$ cat src/rtl/fmap_bram_loader_pkg.sv
// Shared definitions for the feature-map BRAM loader: default geometry,
// FSM state encoding and the clogb2 width helper.
package fmap_bram_loader_pkg;

  localparam int DEFAULT_IN_WIDTH    = 8;
  localparam int DEFAULT_KERNEL_SIZE = 5;
  localparam int DEFAULT_IMAGE       = 32;

  typedef enum logic [1:0] {
    ST_IDLE = 2'd0,
    ST_FILL = 2'd1,
    ST_DONE = 2'd2
  } state_t;

  // Number of bits needed to hold the value itself (clogb2(32) = 6).
  function automatic int clogb2(input int value);
    int v;
    int bits;
    v    = value;
    bits = 0;
    while (v > 0) begin
      bits = bits + 1;
      v    = v >> 1;
    end
    return bits;
  endfunction

endpackage

$ cat src/rtl/fmap_bram_loader_pixel_packer.sv
// Packs KERNEL_SIZE consecutive pixels into one word. Lane 0 sits in the
// least significant bits. word_valid/word are combinational and flag the
// push that completes a word, so the caller can register the write port
// one cycle after the last pixel is accepted.
module fmap_bram_loader_pixel_packer
  import fmap_bram_loader_pkg::*;
#(
  parameter int IN_WIDTH    = DEFAULT_IN_WIDTH,
  parameter int KERNEL_SIZE = DEFAULT_KERNEL_SIZE
) (
  input  logic                            clk,
  input  logic                            rst,
  input  logic                            clear,
  input  logic                            push,
  input  logic [IN_WIDTH-1:0]             pixel,
  output logic                            word_valid,
  output logic [KERNEL_SIZE*IN_WIDTH-1:0] word
);

  localparam int CNT_W = clogb2(KERNEL_SIZE);
  localparam logic [CNT_W-1:0] LAST_LANE = CNT_W'(KERNEL_SIZE - 1);

  logic [IN_WIDTH-1:0] lane_q [KERNEL_SIZE];
  logic [CNT_W-1:0]    pix_cnt_q;

  // Lane buffer and lane counter; a clear restarts packing from lane 0.
  always_ff @(posedge clk) begin
    if (rst || clear) begin
      pix_cnt_q <= '0;
      for (int k = 0; k < KERNEL_SIZE; k++) begin
        lane_q[k] <= '0;
      end
    end else if (push) begin
      lane_q[pix_cnt_q] <= pixel;
      if (pix_cnt_q == LAST_LANE) begin
        pix_cnt_q <= '0;
      end else begin
        pix_cnt_q <= pix_cnt_q + CNT_W'(1);
      end
    end
  end

  // Assemble the word with the incoming pixel substituted into its lane.
  always_comb begin
    word       = '0;
    word_valid = push && (pix_cnt_q == LAST_LANE);
    for (int k = 0; k < KERNEL_SIZE; k++) begin
      if (pix_cnt_q == CNT_W'(k)) begin
        word[k*IN_WIDTH +: IN_WIDTH] = pixel;
      end else begin
        word[k*IN_WIDTH +: IN_WIDTH] = lane_q[k];
      end
    end
  end

endmodule

$ cat src/rtl/fmap_bram_loader.sv
// Writer side of the feature-map BRAM load interface. Streams pixels in
// with a valid/ready handshake, packs them into KERNEL_SIZE-pixel words,
// writes IMAGE words at addresses 0..IMAGE-1 and pulses load_down once.
//
// Handshake: a pixel transfers on a rising edge where pixel_valid and
// pixel_ready are both high; pixel_ready does not depend on pixel_valid and
// the source may hold or drop pixel_valid freely (a low valid simply stalls).
//
// DONE spans two cycles: the final write cycle (pixel_ready already low,
// busy still high) and then the load_down cycle (busy low).
module fmap_bram_loader
  import fmap_bram_loader_pkg::*;
#(
  parameter int IN_WIDTH    = DEFAULT_IN_WIDTH,
  parameter int KERNEL_SIZE = DEFAULT_KERNEL_SIZE,
  parameter int IMAGE       = DEFAULT_IMAGE,
  parameter int ADDR_WIDTH  = clogb2(IMAGE)
) (
  input  logic                            clk,
  input  logic                            rst,
  input  logic                            start,
  input  logic                            pixel_valid,
  input  logic [IN_WIDTH-1:0]             nextPixel,
  output logic                            pixel_ready,
  output logic                            bram_select_en,
  output logic [ADDR_WIDTH-1:0]           bram_addr_f,
  output logic [KERNEL_SIZE*IN_WIDTH-1:0] bram_data_f,
  output logic                            load_down,
  output logic                            busy,
  output state_t                          dbg_state
);

  localparam logic [ADDR_WIDTH-1:0] LAST_ADDR = ADDR_WIDTH'(IMAGE - 1);

  state_t                          state_q;
  state_t                          state_d;
  logic [ADDR_WIDTH-1:0]           word_cnt_q;
  logic                            transfer;
  logic                            clear;
  logic                            word_valid;
  logic                            last_word;
  logic [KERNEL_SIZE*IN_WIDTH-1:0] word;

  assign transfer  = pixel_valid && pixel_ready;
  assign clear     = (state_q == ST_IDLE) && start;
  assign last_word = word_valid && (word_cnt_q == LAST_ADDR);

  fmap_bram_loader_pixel_packer #(
    .IN_WIDTH    (IN_WIDTH),
    .KERNEL_SIZE (KERNEL_SIZE)
  ) u_packer (
    .clk        (clk),
    .rst        (rst),
    .clear      (clear),
    .push       (transfer),
    .pixel      (nextPixel),
    .word_valid (word_valid),
    .word       (word)
  );

  // State register.
  always_ff @(posedge clk) begin
    if (rst) begin
      state_q <= ST_IDLE;
    end else begin
      state_q <= state_d;
    end
  end

  // Next-state logic; DONE waits out the final write strobe before returning.
  always_comb begin
    state_d = state_q;
    case (state_q)
      ST_IDLE: if (start)           state_d = ST_FILL;
      ST_FILL: if (last_word)       state_d = ST_DONE;
      ST_DONE: if (!bram_select_en) state_d = ST_IDLE;
      default:                      state_d = ST_IDLE;
    endcase
  end

  // Handshake and status outputs decoded from the state.
  always_comb begin
    pixel_ready = (state_q == ST_FILL);
    load_down   = (state_q == ST_DONE) && !bram_select_en;
    busy        = (state_q == ST_FILL) || ((state_q == ST_DONE) && bram_select_en);
    dbg_state   = state_q;
  end

  // Write port and word counter; address/data hold between writes.
  always_ff @(posedge clk) begin
    if (rst) begin
      bram_select_en <= 1'b0;
      bram_addr_f    <= '0;
      bram_data_f    <= '0;
      word_cnt_q     <= '0;
    end else begin
      bram_select_en <= word_valid;
      if (clear) begin
        word_cnt_q <= '0;
      end
      if (word_valid) begin
        bram_addr_f <= word_cnt_q;
        bram_data_f <= word;
        if (!last_word) begin
          word_cnt_q <= word_cnt_q + ADDR_WIDTH'(1);
        end
      end
    end
  end

endmodule

$ cat config.mk
export PLATFORM = sky130hd
export DESIGN_NAME = fmap_bram_loader
export DESIGN_NICKNAME = d
export VERILOG_FILES = /design/src/rtl/fmap_bram_loader_pkg.sv /design/src/rtl/fmap_bram_loader_pixel_packer.sv /design/src/rtl/fmap_bram_loader.sv
export SDC_FILE = /design/constraint.sdc
export NUM_CORES = 1
export LEC_CHECK = 0
export BUFFER_PORTS_ARGS = -buffer_cell sky130_fd_sc_hd__buf_4
export CAP_MARGIN = 15
export CORE_ASPECT_RATIO = 1.25
export CORE_MARGIN = 10
export CORE_UTILIZATION = 55
export DETAILED_ROUTE_END_ITERATION = 6
export GPL_TIMING_DRIVEN = 0
export HOLD_SLACK_MARGIN = 0.12
export PLACE_DENSITY = 0.8
export SYNTH_ARGS = -nofsm -noshare
export SYNTH_HDL_FRONTEND = slang
export SYNTH_SLANG_ARGS = --single-unit
$ cat constraint.sdc
create_clock -name clk -period 4.9 [get_ports clk]
set_clock_uncertainty 0.1 [all_clocks]
set_input_delay 0 -clock clk [delete_from_list [all_inputs] [get_ports clk]]
set_output_delay 0 -clock clk [all_outputs]
set_load 0.005 [all_outputs]
==> impl_metrics.csv, run 1 <==
group,metric,value,unit
run_status,status,"finished clean",
timing,fmax,460.3,MHz
clocking,clk_pin_slew_worst_paths,0.09,ns
routing,vias_per_cell,5.898,
synth,syn_nets,414,
routing,wl,10.68,mm
clocking,postCtsSetupBuffers,0,
routing,drc,0,
timing,layout_min_cycle_time,2.173,ns
setup_path,crit_path_start_kind,"flop",
floorplan,coreArea,7445,µm²
synth,postSynthCellCount,398,
setup_path,critPathKind,"flop to flop",
synth,synth_mux_area_share,1.644,%
timing,slew_headroom,58.83,%
synth,yosysWarningCount,0,
floorplan,die_y,118.4,µm
synth,synth-compound-area-share,15.47,%
timing,holdWs,0.3818,ns
synth,synth_area_leaders,"edfxtp_1 (28%), dfxtp_1 (27%), nand3_1 (6.2%)",
setup_path,critical_path_arrival,2.36,ns
timing,finalCritPeriodShare,44.34,%
setup_path,cp-end-kind,"flop",
final_layout,synthToLayoutAreaGrowth,21.90,%
setup_path,critPathMaxFanout,10,
synth,yosys_register_bits,98,
synth,synth_most_common_cell,"dfxtp_1",
synth,avgSynthCellArea,10.71,µm²
clocking,cts-root-buf,"clkbuf_8",
global_route,grt_max_degree,18,
timing,setup_viol,0,
clocking,clockBufferDepth,2,
final_layout,diodes,0,
place,hpwl,7.545,mm
final_layout,stdcell_area,5196,µm²
routing,drtAntennaViolNets,0,
floorplan,rows,35,
min_path,hold_class,"flop to flop",
synth,synth_cell_types,43,
routing,wire_per_inst,18.41,µm
routing,via_count,3421,
timing,finalHoldViolations,0,
clocking,cts_buffers,9,
place,placedInstanceArea,4851,µm²
synth,synth_enable_flop_cells,40,
synth,synth_top_family_by_area,"simple AND/OR/NAND/NOR gates",
routing,drtIter0Drc,228,
global_route,grt_overflow_total,0,
synth,netlist.top_cell.by_area,"edfxtp_1",
synth,yosysTopAreaCellShare,28.18,%
setup_path,required,5.08,ns
timing,drv_slew,0,
pwr,peakVddDrop,0.2103,mV
clocking,clk_latency,0.36,ns
synth,synthesis.area,4263,µm²
final_layout,final_nets,499,
timing,tns,0,ns
final_layout,drive_gt1_share,22.95,%
synth,async_reset_ff_share,0,%
global_route,first_global_vias,3519,
clocking,cts.sink_count,98,
synth,synth_fa_ha_area_share,1.174,%
floorplan,start_util,57.26,%
timing,rsz0062_at_grt,"no",
global_route,grt_pass1_wl,17.59,mm
synth,synthXorXnorAreaFrac,0.4109,%
routing,dr.pass1.iters,5,
pwr,leakagePower,1.934,nW
run,max-cap-violations,0,
floorplan,pin_count,64,
place,portBuffers,63,
synth,synth_common_cells,"dfxtp_1 (58), nand3_1 (53), a21oi_1 (48), o21ai_0 (46)",
global_route,grt.total_usage,18.26,%
floorplan,die_x,98.75,µm
synth,synth_simple_gate_area_share,20.66,%
synth,ys_seq_area_share,55.42,%
synth,ys.flop_type,"dfxtp_1",
floorplan,die_area,11690,µm²
timing,worst-slew-pin-transition,0.6153,ns
pwr,total_power,1.578,mW
clocking,h-tree-depth,3,
place,gp_congestion,0.8760,
clocking,cts_tree,"built",
pwr,powerDensity,303.7,nW/µm²
global_route,antenna_found_initial,0,
==> path summary, 6_finish.rpt <==
check                         from  slack [ns]  cells after the start               to
max          u_packer.pix_cnt_q[0]        2.73                      6   bram_addr_f[1]
min                bram_data_f[19]        0.38                      2  bram_data_f[19]
max reg2reg  u_packer.pix_cnt_q[0]        2.73                      6   bram_addr_f[1]
min reg2reg        bram_data_f[19]        0.38                      2  bram_data_f[19]
==> per-layer routing <==
metal / global-route usage, % / part of all wire [%]
met4: 7.002 / 2.4
met2: 31.57 / 52
met5: 0 / 0
met3: 5.012 / 7.3
met1: 20.64 / 38
==> report_power, final <==
group	total (mW)	internal (mW)	leakage (nW)	switching (mW)
Clock	0.602	0.321	0.116	0.281
Sequential	0.874	0.867	0.902	0.00663
Combinational	0.102	0.0346	0.917	0.0678
==> sequential cells by signal, summed over array words and instances (netlist names) <==
name                cells
bram_data_f            40
u_packer.lane_q        40
bram_addr_f             6
word_cnt_q              6
u_packer.pix_cnt_q      3
dbg_state               2
bram_select_en          1
==> placed cells by master, fill, tap and decap left out, drive strengths merged, types with 7 or more instances in the layout <==
cell type,netlist,layout
buf,22,85
dfxtp,58,58
nand3,53,53
a21oi,48,48
o21ai,46,46
and2,40,40
edfxtp,40,40
clkbuf,12,23
a311oi,16,16
dlygate4sd3,0,11
nor4,8,8
inv,6,8
mux2i,7,7
==> layout make-up <==
type	instances	area, µm²
multi-input cells	260	1678
inverters	6	22.52
flip-flops and latches	98	2362
clock buffers	11	152.6
plain buffers	34	200.2
repair buffers	74	583.1
clock inverters	5	82.58
well taps	92	115.1
fillers	583	2248
==> per-stage QoR <==
stage | instances | worst slack (ns) | util [%]
global route | 580 | 2.530 | 69.80
detailed placement | 553 | 2.747 | 65.16
global placement | 553 | 2.827 | 65.16
CTS | 580 | 2.729 | 69.80
finish | 580 | 2.727 | 69.80
floorplan | 398 | 3.054 | -
==> worst max-delay path: stages (launching register included) <==
cell and delay, ns:
dfxtp_1 0.56, inv_2 0.15, ha_1 0.28, nand3_1 0.36, clkbuf_1 0.36, o21ai_0 0.13, a21oi_1 0.17
==> logic make-up (layout without fill, tap and decap cells) <==
kind of cell    Yosys count  after routing
flops                    98             98
xor+xnor                  2              2
compound gates          115            115
fa+ha+maj                 4              4
simple gates            132            132
mux                       7              7
buf+inv                  40            130
==> timing repair <==
item | CTS | global route
hold buffers | 11 | 0
resized for setup | 0 | 0
hold endpoints to repair | 63 | 0
(Power assumes the default switching activity.)
==> run 2, diff against run 1 <==
--- a/config.mk
+++ b/config.mk
@@ -5,15 +5,16 @@
 export SDC_FILE = /design/constraint.sdc
 export NUM_CORES = 1
 export LEC_CHECK = 0
+export ABC_AREA = 1
 export BUFFER_PORTS_ARGS = -buffer_cell sky130_fd_sc_hd__buf_4
 export CAP_MARGIN = 15
 export CORE_ASPECT_RATIO = 1.25
 export CORE_MARGIN = 10
-export CORE_UTILIZATION = 55
+export CORE_UTILIZATION = 50
 export DETAILED_ROUTE_END_ITERATION = 6
 export GPL_TIMING_DRIVEN = 0
 export HOLD_SLACK_MARGIN = 0.12
-export PLACE_DENSITY = 0.8
+export PLACE_DENSITY = 0.78
 export SYNTH_ARGS = -nofsm -noshare
 export SYNTH_HDL_FRONTEND = slang
 export SYNTH_SLANG_ARGS = --single-unit
==> constraint.sdc (replaced) <==
create_clock -name clk -period 1.75 [get_ports clk]
set_clock_uncertainty 0.1 [all_clocks]
set_input_delay 0 -clock clk [delete_from_list [all_inputs] [get_ports clk]]
set_output_delay 0 -clock clk [all_outputs]
set_load 0.005 [all_outputs]
==> impl_metrics.csv, run 2 <==
group,metric,value,unit
timing,holdWs,0.3630,ns
timing,finalHoldViolations,0,
global_route,antenna_found_initial,0,
place,hpwl,6.917,mm
timing,fmax,585.5,MHz
global_route,grt_max_degree,17,
global_route,grt_overflow_total,0,
timing,rsz0062_at_grt,"yes",
place,gp_congestion,0.8068,
synth,synth_most_common_cell,"nor2_1",
synth,ys_seq_area_share,58.72,%
synth,syn_nets,464,
synth,avgSynthCellArea,9.019,µm²
final_layout,drive_gt1_share,25.54,%
place,portBuffers,62,
run_status,status,"finished clean",
final_layout,synthToLayoutAreaGrowth,31.48,%
clocking,cts-root-buf,"clkbuf_8",
setup_path,crit_slowest_cell,"dlygate4sd3_1",
routing,drtAntennaViolNets,0,
timing,drv_slew,0,
synth,yosysWarningCount,0,
synth,yosysTopAreaCellShare,29.86,%
pwr,powerDensity,851.7,nW/µm²
synth,synth_cell_types,24,
synth,async_reset_ff_share,0,%
synth,synth_area_leaders,"edfxtp_1 (30%), dfxtp_1 (29%), nor2_1 (7.2%)",
floorplan,die_y,120.3,µm
floorplan,die_area,12060,µm²
global_route,first_global_vias,3383,
clocking,cts_tree,"built",
setup_path,r2r_slack,0.05,ns
final_layout,final_cell_mix,"buf_4 (78), nor2_1 (77), nand2_1 (67)",
setup_path,startpoint,"rst",
pwr,peakVddDrop,0.5425,mV
timing,setup_slack,0.04208,ns
setup_path,r2r_cells,10,
clocking,clk_pin_slew_worst_paths,0.09,ns
setup_path,r2r_end,"word_cnt_q[0]",
routing,drtIter0Drc,237,
timing,finalCritPeriodShare,97.60,%
setup_path,r2r-start,"u_packer.pix_cnt_q[0]",
clocking,cts.sink_count,98,
run,max-cap-violations,0,
timing,setup_viol,0,
pwr,leakagePower,2.343,nW
synth,ys.flop_type,"dfxtp_1",
floorplan,coreArea,7838,µm²
global_route,grt.total_usage,16.80,%
routing,vias_per_cell,5.366,
floorplan,pin_count,64,
clocking,h-tree-depth,3,
final_layout,diodes,0,
setup_path,path_cells,"dlygate4sd3_1 > buf_4 > inv_2 > nand4_1 > buf_6 > nor2_4 > nand3_4 > nand2_8",
routing,wire_per_inst,16.44,µm
setup_path,critPathKind,"primary input to flop",
clocking,clockBufferDepth,2,
routing,wl,10.64,mm
clocking,cts_buffers,9,
setup_path,crit_path_start_kind,"primary input",
synth,synth_enable_flop_cells,40,
final_layout,layout_commonest_cell,"buf_4",
routing,drc,0,
setup_path,cp-end-kind,"flop",
setup_path,required,1.74,ns
synth,synth_common_cells,"nor2_1 (77), nand2_1 (73), dfxtp_1 (58), o21ai_0 (52)",
global_route,grt_pass1_wl,16.26,mm
timing,layout_min_cycle_time,1.708,ns
min_path,hold_class,"flop to flop",
pwr,total_power,4.504,mW
routing,via_count,3472,
setup_path,cp-endpoint,"u_packer.lane_q[4][2]",
setup_path,critPathMaxFanout,9,
setup_path,critical_path_arrival,1.69,ns
setup_path,slowest_delay,0.55,ns
synth,synthesis.area,4023,µm²
place,place_ws,-0.2276,ns
floorplan,start_util,51.33,%
floorplan,rows,36,
timing,slew_headroom,67.41,%
routing,dr.pass1.iters,5,
synth,postSynthCellCount,446,
final_layout,final_nets,565,
synth,yosys_register_bits,98,
final_layout,largestRegisters,"bram_data_f x40, u_packer.lane_q x40",
clocking,clk_latency,0.36,ns
timing,worst-slew-pin-transition,0.4871,ns
floorplan,die_x,100.2,µm
synth,netlist.top_cell.by_area,"edfxtp_1",
[run 2: kinds of logic (layout without fill, tap and decap cells)]
family,Yosys count,in the layout,share of synthesized area (%)
compound gates,99,99,12.44
simple gates,184,185,19.53
flops,98,98,58.72
buf+inv,56,161,6.780
fa+ha+maj,6,6,1.866
xor+xnor,3,3,0.6533
[run 2: layer usage]
layer | wire [µm] | GRT usage [%]
met5 | 0 | 0
met4 | 489 | 10.44
met3 | 648 | 5.185
met2 | 5601 | 29.35
met1 | 3896 | 16.93
[run 2: stage by stage]
| step | utilization [%] | cell area [µm²] | cells | setup TNS, ns |
|---|---|---|---|---|
| 3_3_place_gp | 58.78 | 4607 | 603 | -9.399 |
| 6_report | 67.48 | 5289 | 647 | 0 |
| 3_5_place_dp | 58.78 | 4607 | 603 | -14.89 |
| 5_1_grt | 67.48 | 5289 | 647 | -1.229 |
| 2_1_floorplan | - | 4023 | 446 | 0 |
| 4_1_cts | 64.59 | 5062 | 631 | -1.632 |
[run 2: final cells by class]
class / count / area, µm²
Buffer: 19 / 168.9
Timing Repair Buffer: 90 / 753.2
Multi-Input combinational cell: 293 / 1499
Fill cell: 599 / 2549
Inverter: 36 / 140.1
Sequential cell: 98 / 2370
Tap cell: 95 / 118.9
Clock buffer: 13 / 170.2
Clock inverter: 3 / 68.82
[run 2: critical path: cells and delay by family]
| kind | cells | cell delay, ns |
|---|---|---|
| and+or+nand+nor | 4 | 0.70 |
| buffers and inverters | 4 | 1.00 |
[run 2: report_power, final]
part	leakage (nW)	switching [mW]	total, mW	internal [mW]
clock	0.119	0.766	1.70	0.938
combinational	1.32	0.197	0.327	0.130
sequential	0.906	0.0298	2.47	2.44
[run 2: how the worst min path moves through the flow]
stage / from / to / slack (ns) / cells past startpoint
floorplan: start / word_cnt_q[0] / 0.1 / 3
global placement: start / word_cnt_q[0] / 0.20 / 4
detailed placement: start / word_cnt_q[0] / 0.23 / 4
CTS: bram_addr_f[5] / bram_addr_f[5] / 0.37 / 2
global route: bram_addr_f[5] / bram_addr_f[5] / 0.39 / 2
finish: bram_addr_f[5] / bram_addr_f[5] / 0.36 / 2
[run 2: timing repair]
| item | CTS | global route |
|---|---|---|
| setup endpoints to repair | 97 | 106 |
| hold buffers | 11 | 0 |
| endpoints found under the hold margin | 65 | 0 |
| cloned | 1 | 2 |
| buffers inserted | 0 | 15 |
| pin swaps | 1 | 8 |
| gates resized for setup | 28 | 24 |
